[config.mk]
export PLATFORM = sky130hd
export DESIGN_NAME = video_scanout
export DESIGN_NICKNAME = d
export VERILOG_FILES = /design/src/rtl/video_timing_pkg.sv /design/src/rtl/video_timing_gen.sv /design/src/rtl/video_scanout.sv
export SDC_FILE = /design/constraint.sdc
export NUM_CORES = 1
export LEC_CHECK = 0
export CAP_MARGIN = 20
export CELL_PAD_IN_SITES_DETAIL_PLACEMENT = 1
export CELL_PAD_IN_SITES_GLOBAL_PLACEMENT = 1
export CORE_MARGIN = 1
export CORE_UTILIZATION = 33
export DETAILED_ROUTE_END_ITERATION = 6
export GPL_TIMING_DRIVEN = 1
export PLACE_DENSITY_LB_ADDON = 0.1
export SYNTH_ARGS = -nofsm -noshare
export SYNTH_HDL_FRONTEND = slang
export SYNTH_SLANG_ARGS = --single-unit
[constraint.sdc]
create_clock -name clk -period 2.2 [get_ports clk]
set_input_delay 0.66 -clock clk [delete_from_list [all_inputs] [get_ports clk]]
set_output_delay 0.66 -clock clk [all_outputs]
set_load 0.01 [all_outputs]
[src/rtl/video_timing_pkg.sv]
// Shared SVGA 800x600@60 raster constants, stage payload type and colour expansion.
package video_timing_pkg;

    localparam int unsigned SVGA_H_ACT  = 800;
    localparam int unsigned SVGA_H_FP   = 40;
    localparam int unsigned SVGA_H_SYNC = 128;
    localparam int unsigned SVGA_H_BP   = 88;
    localparam int unsigned SVGA_V_ACT  = 600;
    localparam int unsigned SVGA_V_FP   = 1;
    localparam int unsigned SVGA_V_SYNC = 4;
    localparam int unsigned SVGA_V_BP   = 23;

    localparam int unsigned H_TOTAL = SVGA_H_ACT + SVGA_H_FP + SVGA_H_SYNC + SVGA_H_BP;
    localparam int unsigned V_TOTAL = SVGA_V_ACT + SVGA_V_FP + SVGA_V_SYNC + SVGA_V_BP;

    localparam int unsigned ADDR_W = 7;
    localparam int unsigned RGB_W  = 24;

    typedef struct packed {
        logic hs;
        logic vs;
        logic de;
        logic fs;
    } sync_t;

    // 3-bit RGB code to 24-bit {R,G,B}, each channel fully on or off
    function automatic logic [RGB_W-1:0] rgb_expand(input logic [2:0] code);
        return {{8{code[2]}}, {8{code[1]}}, {8{code[0]}}};
    endfunction

endpackage

[src/rtl/video_timing_gen.sv]
// Free-running raster counters with the raw (stage-0) sync, data-enable and frame decode.
module video_timing_gen
    import video_timing_pkg::*;
#(
    parameter int unsigned H_ACT   = SVGA_H_ACT,
    parameter int unsigned H_FP    = SVGA_H_FP,
    parameter int unsigned H_SYNC  = SVGA_H_SYNC,
    parameter int unsigned H_BP    = SVGA_H_BP,
    parameter int unsigned V_ACT   = SVGA_V_ACT,
    parameter int unsigned V_FP    = SVGA_V_FP,
    parameter int unsigned V_SYNC  = SVGA_V_SYNC,
    parameter int unsigned V_BP    = SVGA_V_BP,
    localparam int unsigned H_TOT  = H_ACT + H_FP + H_SYNC + H_BP,
    localparam int unsigned V_TOT  = V_ACT + V_FP + V_SYNC + V_BP,
    localparam int unsigned H_W    = $clog2(H_TOT),
    localparam int unsigned V_W    = $clog2(V_TOT)
) (
    input  logic           clk,
    input  logic           rst,
    output logic [H_W-1:0] o_h,
    output logic [V_W-1:0] o_v,
    output sync_t          o_raw
);

    logic [H_W-1:0] r_h;
    logic [V_W-1:0] r_v;
    logic           w_h_wrap;
    logic           w_v_wrap;

    assign w_h_wrap = (r_h == H_W'(H_TOT - 1));
    assign w_v_wrap = (r_v == V_W'(V_TOT - 1));

    // v advances only on the last pixel of a line; both wrap together at frame end
    always_ff @(posedge clk or posedge rst) begin
        if (rst) begin
            r_h <= '0;
            r_v <= '0;
        end else begin
            r_h <= w_h_wrap ? '0 : r_h + H_W'(1);
            if (w_h_wrap) begin
                r_v <= w_v_wrap ? '0 : r_v + V_W'(1);
            end
        end
    end

    always_comb begin
        o_raw    = '0;
        o_raw.de = (r_h < H_W'(H_ACT)) && (r_v < V_W'(V_ACT));
        o_raw.hs = (r_h >= H_W'(H_ACT + H_FP)) && (r_h < H_W'(H_ACT + H_FP + H_SYNC));
        o_raw.vs = (r_v >= V_W'(V_ACT + V_FP)) && (r_v < V_W'(V_ACT + V_FP + V_SYNC));
        o_raw.fs = (r_h == '0) && (r_v == '0);
    end

    assign o_h = r_h;
    assign o_v = r_v;

endmodule

[src/rtl/video_scanout.sv]
// Character-cell scanout: cell address generation plus a 2-stage pipeline aligning
// sync/enable with colour returned by a 1-cycle-latency video memory.
module video_scanout
    import video_timing_pkg::*;
#(
    parameter int unsigned WIDTH   = 3,
    parameter int unsigned COLS    = 100,
    parameter int unsigned ROWS    = 75,
    parameter int unsigned CELL    = 8,
    parameter int unsigned H_ACT   = SVGA_H_ACT,
    parameter int unsigned H_FP    = SVGA_H_FP,
    parameter int unsigned H_SYNC  = SVGA_H_SYNC,
    parameter int unsigned H_BP    = SVGA_H_BP,
    parameter int unsigned V_ACT   = SVGA_V_ACT,
    parameter int unsigned V_FP    = SVGA_V_FP,
    parameter int unsigned V_SYNC  = SVGA_V_SYNC,
    parameter int unsigned V_BP    = SVGA_V_BP,
    localparam int unsigned H_W    = $clog2(H_ACT + H_FP + H_SYNC + H_BP),
    localparam int unsigned V_W    = $clog2(V_ACT + V_FP + V_SYNC + V_BP)
) (
    input  logic              clk,
    input  logic              rst,
    output logic [ADDR_W-1:0] rd_addr_x,
    output logic [ADDR_W-1:0] rd_addr_y,
    input  logic [WIDTH-1:0]  rd_data,
    output logic              hsync,
    output logic              vsync,
    output logic              de,
    output logic [RGB_W-1:0]  rgb,
    output logic              frame_start
);

    localparam int unsigned CELL_SH   = $clog2(CELL);
    localparam bit          CELL_POW2 = (CELL == (32'd1 << CELL_SH));

    logic [H_W-1:0]   w_h;
    logic [V_W-1:0]   w_v;
    sync_t            w_raw;
    logic [H_W-1:0]   w_cx;
    logic [V_W-1:0]   w_cy;
    logic             w_in_grid;
    logic             w_unused_data;
    sync_t            r_s1;
    sync_t            r_s2;
    logic [RGB_W-1:0] r_rgb;

    video_timing_gen #(
        .H_ACT  (H_ACT),
        .H_FP   (H_FP),
        .H_SYNC (H_SYNC),
        .H_BP   (H_BP),
        .V_ACT  (V_ACT),
        .V_FP   (V_FP),
        .V_SYNC (V_SYNC),
        .V_BP   (V_BP)
    ) u_timing (
        .clk   (clk),
        .rst   (rst),
        .o_h   (w_h),
        .o_v   (w_v),
        .o_raw (w_raw)
    );

    generate
        if (CELL_POW2) begin : g_shift
            assign w_cx = w_h >> CELL_SH;
            assign w_cy = w_v >> CELL_SH;
        end else begin : g_div
            assign w_cx = w_h / H_W'(CELL);
            assign w_cy = w_v / V_W'(CELL);
        end
    endgenerate

    // Grid bound keeps the read port inside the cell array even for odd geometries
    assign w_in_grid = w_raw.de && (32'(w_cx) < COLS) && (32'(w_cy) < ROWS);
    assign rd_addr_x = w_in_grid ? ADDR_W'(w_cx) : '0;
    assign rd_addr_y = w_in_grid ? ADDR_W'(w_cy) : '0;

    // Colour codes wider than 3 bits carry no meaning here
    assign w_unused_data = ^rd_data;

    always_ff @(posedge clk or posedge rst) begin
        if (rst) begin
            r_s1  <= '0;
            r_s2  <= '0;
            r_rgb <= '0;
        end else begin
            r_s1  <= w_raw;
            r_s2  <= r_s1;
            r_rgb <= r_s1.de ? rgb_expand(rd_data[2:0]) : '0;
        end
    end

    assign hsync       = r_s2.hs;
    assign vsync       = r_s2.vs;
    assign de          = r_s2.de;
    assign frame_start = r_s2.fs;
    assign rgb         = r_rgb;

endmodule

==> run_results.csv <==
group,metric,value,unit
synthesis,synth_area,1740,um2
setup_path,worstPathRequired,1.54,ns
floorplanning,die_area,5570,um2
clock_network,ctsHoldBuffers,0,
synthesis,synth_edf_count,0,
clock_network,cts_buffers,5,
sta,fin_crit,2.39,ns
synthesis,synth_seq_area_share,46.0,%
global_routing,overflow,0,
sta,tightestPinTransition,0.416,ns
floorplanning,die_w,74.7,um
clock_network,cts_tree,"built",
final_layout,register_area,801,um2
floorplanning,io_pins,47,
setup_path,crit_fanout,4,
synthesis,synth.net_count,187,
route,via_per_inst,4.77,
synthesis,synth_top_area_share,46.0,%
sta,slew_headroom,72.3,%
final_layout,final_cell_mix,"32 x dfrtp_1, 32 x clkdlybuf4s50_1, 22 x buf_4",
sta,finalSetupViolCount,14,
sta,finalSetupTns,-2.40,ns
placed_design,place_hpwl,3190,um
synthesis,ys_ff_latch,32,
global_routing,grt_antenna_before_repair,0,
route,drt_wl_total,4550,um
final_layout,antenna_cells,0,
synthesis,synth_area_leaders,"dfrtp_1 46%, buf_4 9.5%, and2_1 6.1%",
sta,hold_slack,0.352,ns
placed_design,placed_area,2250,um2
setup_path,r2r-start,"u_timing.o_h[9]",
clock_network,clock_latency,0.28,ns
setup_path,crit_path_start,"u_timing.o_h[7]",
floorplanning,die_h,74.7,um
sta,timing.final.crit_share,109,%
power,power_density,452,nW/um2
global_routing,grt_pass1_wl,7010,um
status,violations,"setup timing",
global_routing,grt_pass1_vias,1443,
final_layout,fill_cells,582,
synthesis,synth_ff_type,"dfrtp_1",
clock_network,cts_buffer_depth,2,
sta,rsz0062_at_grt,"yes",
sta,drv_slew,0,
sta,fin_skew,0.00186,ns
power,p_leak,1.11,nW
setup_path,reg2reg_setup_slack,0.02,ns
clock_network,cts-root-buf,"clkbuf_8",
final_layout,multi_input_area,761,um2
global_routing,grt_use_total,17.6,%
final_layout,final_util,48.0,%
sta,layout_setup_ws,-0.195,ns
route,ant_nets,0,
synthesis,avgSynthCellArea,9.84,um2
synthesis,netlist_instances,177,
placed_design,routabilityCongestion,0.772,
route,drc,0,
synthesis,yosys_warnings,0,
final_layout,drive_above_1_share,31.0,%
setup_path,path_class,"reg -> out",
clock_network,path_clk_slew,0.07,ns
hold_path,hp-class,"reg -> reg",
setup_path,start_kind,"register",
synthesis,synth.distinct_cells,36,
synthesis,async_flop_share,100,%
clock_network,cts.sink_count,32,
final_layout,post-route-cell-area,2450,um2
route,vias,1425,
floorplanning,num_rows,26,
status,status,"finished with violations",
route,drt-pass1-iter-count,4,
floorplanning,start_util,34.1,%
global_routing,grt_max_degree,33,
sta,timing.final.hold_violations,0,
final_layout,layout.nets,239,
final_layout,areaGrowthSynthToFinish,40.7,%
synthesis,synth.largest_area_cell,"dfrtp_1",
job,max_cap_violations,0,
route,drtIter0Drc,42,
setup_path,crit_path_end_kind,"primary output",
clock_network,cts_max_level,2,
floorplanning,core_area,5110,um2
setup_path,cp_data_arrival_time,1.73,ns
sta,fmax,418,MHz
power,ir_drop,0.000178,V
placed_design,port_buffers,46,
route,wl_per_cell,15.2,um
hold_path,hp-start,"r_s1[2]",
==> through the flow <==
step                setup WS, ns  power (mW)  instances
global placement          -0.263       0.685        286
detailed placement        -0.281       0.687        286
CTS                       -0.131        1.13        297
floorplan                 0.0364       0.657        177
global route              -0.275        1.16        299
finish                    -0.195        1.11        299
==> power breakdown <==
group | switching [mW] | internal, mW
clock network | 0.219 | 0.215
registers | 0.00492 | 0.591
logic | 0.0327 | 0.0455
total | 0.256 | 0.852
==> sequential cells by signal, indices dropped and copies added, names as in the netlist <==
register      flops
de                1
frame_start       1
hsync             1
r_s1              4
rgb               3
u_timing.o_h     11
u_timing.o_v     10
vsync             1
==> layer usage <==
layer	global-route usage, %	routed length [um]	vias to the layer above
met1	19.7	1920	683
met4	9.22	119	0
met5	0	0	-
met2	30.8	2280	53
li1	-	-	679
met3	4.55	237	10
==> worst max-delay path, stage by stage (launching register included) <==
cell and delay (ns):
dfrtp_1 0.42, nor3_2 0.23, nor2_2 0.07, a211oi_2 0.22, buf_4 0.18, buf_6 0.11
and2_4 0.13, buf_6 0.09
==> synth_stat cells (4+ instances only) <==
cell type,count
nand4_1,5
clkbuf_1,4
xnor2_1,5
and2_1,17
xor2_1,6
ha_1,5
nand2_1,8
nor2_1,9
nor3_1,4
dfrtp_1,32
o21ai_0,8
nand3_1,10
buf_4,22
inv_1,10
==> cells by family (layout without fill, tap and decap cells) <==
kind of cell / after synthesis / count (layout) / share of synthesized area [%]
DFF: 32 / 32 / 46.0
xor gates and xnor gates: 12 / 12 / 6.47
and+or+nand+nor: 72 / 72 / 24.0
muxes: 1 / 1 / 0.647
buffers and inverters: 38 / 90 / 13.4
AOI/OAI and AO/OA: 17 / 17 / 5.89
adders and majority gates: 5 / 5 / 3.59
==> final cells by class <==
| type | count | area share [%] |
|---|---|---|
| tap | 70 | 3.57 |
| sequential | 32 | 32.7 |
| multi-input combinational | 107 | 31.0 |
| inverter | 10 | 1.53 |
| timing repair buffer | 73 | 28.0 |
| clock inverter | 1 | 0.204 |
| clock buffer | 6 | 2.96 |
==> path summary, 6_finish.rpt <==
| path | end | cells after the start |
|---|---|---|
| min in group asynchronous | hsync | 3 |
| max in group asynchronous | de | 3 |
| hold reg to reg | vsync | 0 |
| setup reg to reg | u_timing.o_v[8] | 5 |
| setup / recovery | rd_addr_x[0] | 7 |
| hold / removal | vsync | 0 |
==> what timing repair did <==
item,in CTS,in global routing
endpoints found under the setup margin,15,17
buffers inserted,4,2
pin swaps,12,5
gates resized for setup,80,13
Power figures use the tool's default switching activity.
==> variant 1: new RTL, same settings <==
The package constant `SVGA_V_SYNC` goes from 4 to 8.
--- a/src/rtl/video_timing_pkg.sv
+++ b/src/rtl/video_timing_pkg.sv
@@ -9,3 +9,3 @@
     localparam int unsigned SVGA_V_FP   = 1;
-    localparam int unsigned SVGA_V_SYNC = 4;
+    localparam int unsigned SVGA_V_SYNC = 8;
     localparam int unsigned SVGA_V_BP   = 23;
Formal check against the unedited RTL: same outputs for any inputs over 10 cycles, from zero or initial values and one cycle with rst high; that may be too few to reach the edited logic, so the function may still have changed.
==> variant 1 against the original RTL <==
  * The run still ends with setup timing left
  * Area after synthesis rose by 2.1%
  * Total power rose by 5.8%
  * Sequential share of layout area rose by 0.29 points
  * Global-route usage fell by 0.86 points
  * Count of clock-buffer cells in the layout rose by 1
  * Clock skew rose by 0.0011 ns
  * Wire length fell by 4.7%
  * Setup slack improved by 0.0064 ns
  * Design area fell by 0.87%
  * Sequential cell count did not move
==> variant 1: results (changes against the original RTL) <==
setup_tns=-1.67 ns (+0.739 ns); Num CTS Buffers=5 (unchanged); sequential area share after synthesis=0.450 (-0.00938); Worst R2R Start=u_timing.o_h[7]$_DFF_PP0_; Setup WS post-layout=-0.188 ns (+0.00644 ns); CP Launch Point=u_timing.o_v[4]$_DFFE_PP0N_; status=finished with violations; Post-Synth XOR/XNOR Area=0.0542 (-0.0105); syn_nets=189 (+1.1%); via count=1411 (-0.98%); Warnings, synthesis=0 (unchanged); GRT Total Usage=0.167 (-0.00860); CTS Root Cell=clkbuf_8; Post-DP Area=2240 sq um (-0.61%); multiplexer share of the synthesized area=0.00563 (-0.000836); Leak=1.11 nW (+0.44%); endpoints failing setup=14 (unchanged); top post-synthesis cells by area=dfrtp_1, buf_4, and2_1, ha_1, xor2_1; Nets=238 (-0.42%); slowest CP cell=dfrtp_1; Most used DFF post-synth=dfrtp_1; Compound-Gate Fraction of Synth Area=0.0640 (+0.00513); Post-synth top cells=dfrtp_1, buf_4, and2_1; Setup Skew=0.00298 ns (+0.00112 ns); sequential power share=0.509 (-0.029); Cells after DPL=283 (-1.0%); routability congestion estimate=0.830 (+7.5%); clk slew on worst S/H paths=0.07 ns (about the same); first-pass GRT wire length=6.93 mm (-1.2%); Iter 0 DRT Violations=17 (-60%); adder-cell share of the synthesized area=0.0352 (-0.000733); wire per inst=14.6 microns (-4.4%); HP Start=r_s1[3]$_DFF_PP0_; worst vdd ir=0.261 mV (+47%); Post-Synthesis Cells=179 (+1.1%); DPL Wire Length=3.06 mm (-4.1%); dpl ws=-0.245 ns (+0.0357 ns); port bufs=46 (unchanged); Internal Power=0.915 mW (+7.5%); max FFs per register=11 (unchanged); async set-reset flop share out of synthesis=1.00 (unchanged); min-delay worst type=reg2reg; Slew HR=0.631 (-0.0921); share of cells above drive strength 1=0.298 (-0.0118); post-layout power=1.17 mW (+5.8%); clock buffer depth=2 (unchanged); First-pass DRT Iterations=4 (unchanged); Slowest Stage Delay on Critical Path=0.40 ns (-0.02 ns); delay-heaviest family, CP=compound AO/OA/AOI/OAI gates; Clk network pwr share=0.425 (+0.033); Unique masters post-synth=38 (+5.6%); Clock Latency Late Sink=0.28 ns (about the same); failing checks=setup timing; final std cells w/o fill=298 (-0.33%)
variant 1: cell types whose count changed after synthesis, sizes merged, moves of 2 or more:
cell,before,now
inv,10,7
nand2,8,11
a31oi,0,2
and4,3,1
nor3,4,6
nor4,3,1
or3,4,6
xnor2,6,4
variant 1: layer usage:
| metal | vias to the layer above | routed length, microns | global-route usage |
|---|---|---|---|
| met2 | 45 | 2010 | 0.273 |
| met3 | 7 | 255 | 0.0317 |
| met1 | 685 | 2010 | 0.215 |
| met5 | - | 0 | 0 |
| met4 | 0 | 74 | 0.0802 |
| li1 | 674 | - | - |
variant 1: repair_timing:
item | in CTS | in global routing
resized for setup | 69 | 13
pin swaps | 10 | 1
setup buffers | 6 | 2
hold endpoints to repair | 0 | 0
endpoints found under the setup margin | 14 | 14
variant 1: path summary, 6_finish.rpt:
check	end	slack (ns)	cells after the start
setup / recovery	rd_addr_y[6]	-0.19	8
hold / removal	hsync$_DFF_PP0_	0.35	0
setup reg to reg	u_timing.o_v[6]$_DFFE_PP0N_	0.08	5
hold reg to reg	hsync$_DFF_PP0_	0.35	0
max in group asynchronous	u_timing.o_v[2]$_DFFE_PP0N_	1.12	3
min in group asynchronous	frame_start$_DFF_PP0_	0.77	3
variant 1: cell families (layout without fill, tap and decap cells):
family	after synthesis	after routing
simple gates	75	75
buf+inv	37	86
flops	32	32
compound gates	18	18
xor+xnor	11	11
fa+ha+maj	5	5
mux	1	1
variant 1: final cells by class:
| class | count | area (sq um) |
|---|---|---|
| Inverter | 7 | 26.3 |
| Timing Repair Buffer | 72 | 653 |
| Fill cell | 604 | 2710 |
| Clock buffer | 7 | 96.3 |
| Sequential cell | 32 | 801 |
| Multi-Input combinational cell | 110 | 766 |
| Tap cell | 70 | 87.6 |
==> variant 2: new RTL, config.mk and constraints unchanged <==
Without the edit above. Take the reset off `r_h` and load it in a clocked block of its own.
--- a/src/rtl/video_timing_gen.sv
+++ b/src/rtl/video_timing_gen.sv
@@ -35,6 +35,4 @@
         if (rst) begin
-            r_h <= '0;
             r_v <= '0;
         end else begin
-            r_h <= w_h_wrap ? '0 : r_h + H_W'(1);
             if (w_h_wrap) begin
@@ -43,2 +41,6 @@
         end
+    end
+
+    always_ff @(posedge clk) begin
+        r_h <= w_h_wrap ? '0 : r_h + H_W'(1);
     end
Function: changed (Yosys sat finds a counterexample within 4 cycles, from zero or initial values and one cycle with rst high).
==> variant 2 against the original RTL <==
  * The run still ends with setup timing left
  * Design area shrank 1.5%
  * Core utilization rose by 1.8 points
  * Area after synthesis decreased by 2.4%
  * Sequential cell count did not move
  * Setup slack better by 0.032 ns
  * Critical path depth is the same
  * Global-route usage decreased by 0.25 points
  * Clock skew is 0.0064 ns higher
  * Wire length down 2.8%
  * Critical path type unchanged
Power is not compared: it rests on default switching activity, and its combinational part moved more than twofold at a synthesized area within 25%.
==> variant 2: results (changes against the original RTL) <==
status=finished with violations; failing checks=setup timing; endpoints failing setup=14 (unchanged); crit path DAT=1.70 ns (-0.03 ns); Nets=241 (+0.84%); WL final=4.43 mm (-2.8%); largest net degree at the start of global routing=22 (-33%); DPL Wire Length=3.28 mm (+2.8%); top post-synthesis cells by area=dfrtp_1, dfxtp_1, buf_4, and2_1, ha_1; Cells after DPL=286 (unchanged); final std cells w/o fill=299 (unchanged); Post-synth top cells=buf_4, dfrtp_1, and2_1; sequential area share after synthesis=0.439 (-0.0209); CTS Root Cell=clkbuf_8; dpl ws=-0.340 ns (-0.0593 ns); Setup WS post-layout=-0.162 ns (+0.0323 ns); syn_nets=193 (+3.2%); first-pass GRT wire length=6.88 mm (-1.9%); Compound-Gate Fraction of Synth Area=0.0582 (-0.000734); share of cells above drive strength 1=0.276 (-0.0342); GRT Total Usage=0.173 (-0.00253); Slew HR=0.709 (-0.0134); adder-cell share of the synthesized area=0.0368 (+0.000899); Setup Skew=0.00830 ns (+0.00644 ns); vias in the first global route=1418 (-1.7%); #FFs+latches synth=32 (unchanged); Post-Synth XOR/XNOR Area=0.0515 (-0.0131); crit-path max FO=4 (unchanged); clk slew on worst S/H paths=0.07 ns (about the same); setup_tns=-1.64 ns (+0.769 ns); routability congestion estimate=0.762 (-1.3%); H-tree depth=2 (unchanged); Post-DP Area=2180 sq um (-2.9%); multiplexer share of the synthesized area=0.0133 (+0.00679); Iter 0 DRT Violations=28 (-33%); Via density=4.84 (+1.6%); Avg Inst Size Synth=9.28 sq um (-5.6%); async set-reset flop share out of synthesis=0.656 (-0.344)
[variant 2: worst max-delay path, cell delays in order (launching register included)]
cell and delay [ns]:
dfrtp_1 0.41, nand4bb_4 0.26, nor2_4 0.15, nor4_4 0.06, buf_4 0.16, buf_6 0.11, and2_1 0.14, buf_2 0.13
[variant 2: final timing paths]
kind | from | to | slack, ns | cells past startpoint
setup reg to reg | u_timing.o_v[7]$_DFFE_PP0N_ | u_timing.o_v[9]$_DFFE_PP0N_ | 0.14 | 6
max in group asynchronous | rst | r_s1[1]$_DFF_PP0_ | 1.28 | 3
min in group asynchronous | rst | u_timing.o_v[7]$_DFFE_PP0N_ | 0.70 | 3
setup / recovery | u_timing.o_v[7]$_DFFE_PP0N_ | rd_addr_x[3] | -0.16 | 7
hold reg to reg | r_s1[3]$_DFF_PP0_ | hsync$_DFF_PP0_ | 0.35 | 0
hold / removal | r_s1[3]$_DFF_PP0_ | hsync$_DFF_PP0_ | 0.35 | 0
[variant 2: final cells by class]
cell class / count / area [sq um]
clock buffers: 6 / 72.6
clock inverters: 2 / 35.0
fillers: 557 / 2430
inverters: 7 / 26.3
multi-input cells: 115 / 807
flip-flops and latches: 32 / 746
well taps: 67 / 83.8
repair buffers: 70 / 644
[variant 2: per-stage QoR]
step	hold slack (ns)	util
3_3_place_gp	0.333	0.451
2_1_floorplan	0.331	-
3_5_place_dp	0.336	0.451
6_report	0.350	0.498
4_1_cts	0.353	0.484
5_1_grt	0.364	0.498
[variant 2: power by group]
part           leakage [nW]  internal (mW)  switching (mW)  total, mW
Sequential            0.382          0.585               0      0.585
Clock                0.0552          0.336           0.222      0.558
Combinational         0.648        0.00745         0.00834     0.0158
Total                  1.09          0.928           0.231       1.16
[variant 2: cell families after synthesis]
logic type / Yosys count
fa+ha+maj: 5
simple gates: 81
xor+xnor: 10
compound gates: 17
buf+inv: 36
flops: 32
mux: 2
[variant 2: timing repair]
| item | CTS | global route |
|---|---|---|
| pin swaps | 8 | 4 |
| resized for setup | 76 | 13 |
| setup endpoints to repair | 14 | 14 |
| cloned | 0 | 0 |
| setup buffers | 5 | 0 |
[variant 2: routing by layer]
layer / share of wire / vias up / track usage
met5: 0 / - / 0
met4: 0.019 / 0 / 0.100
met3: 0.064 / 7 / 0.0384
met2: 0.48 / 60 / 0.283
met1: 0.44 / 694 / 0.209
li1: - / 687 / -
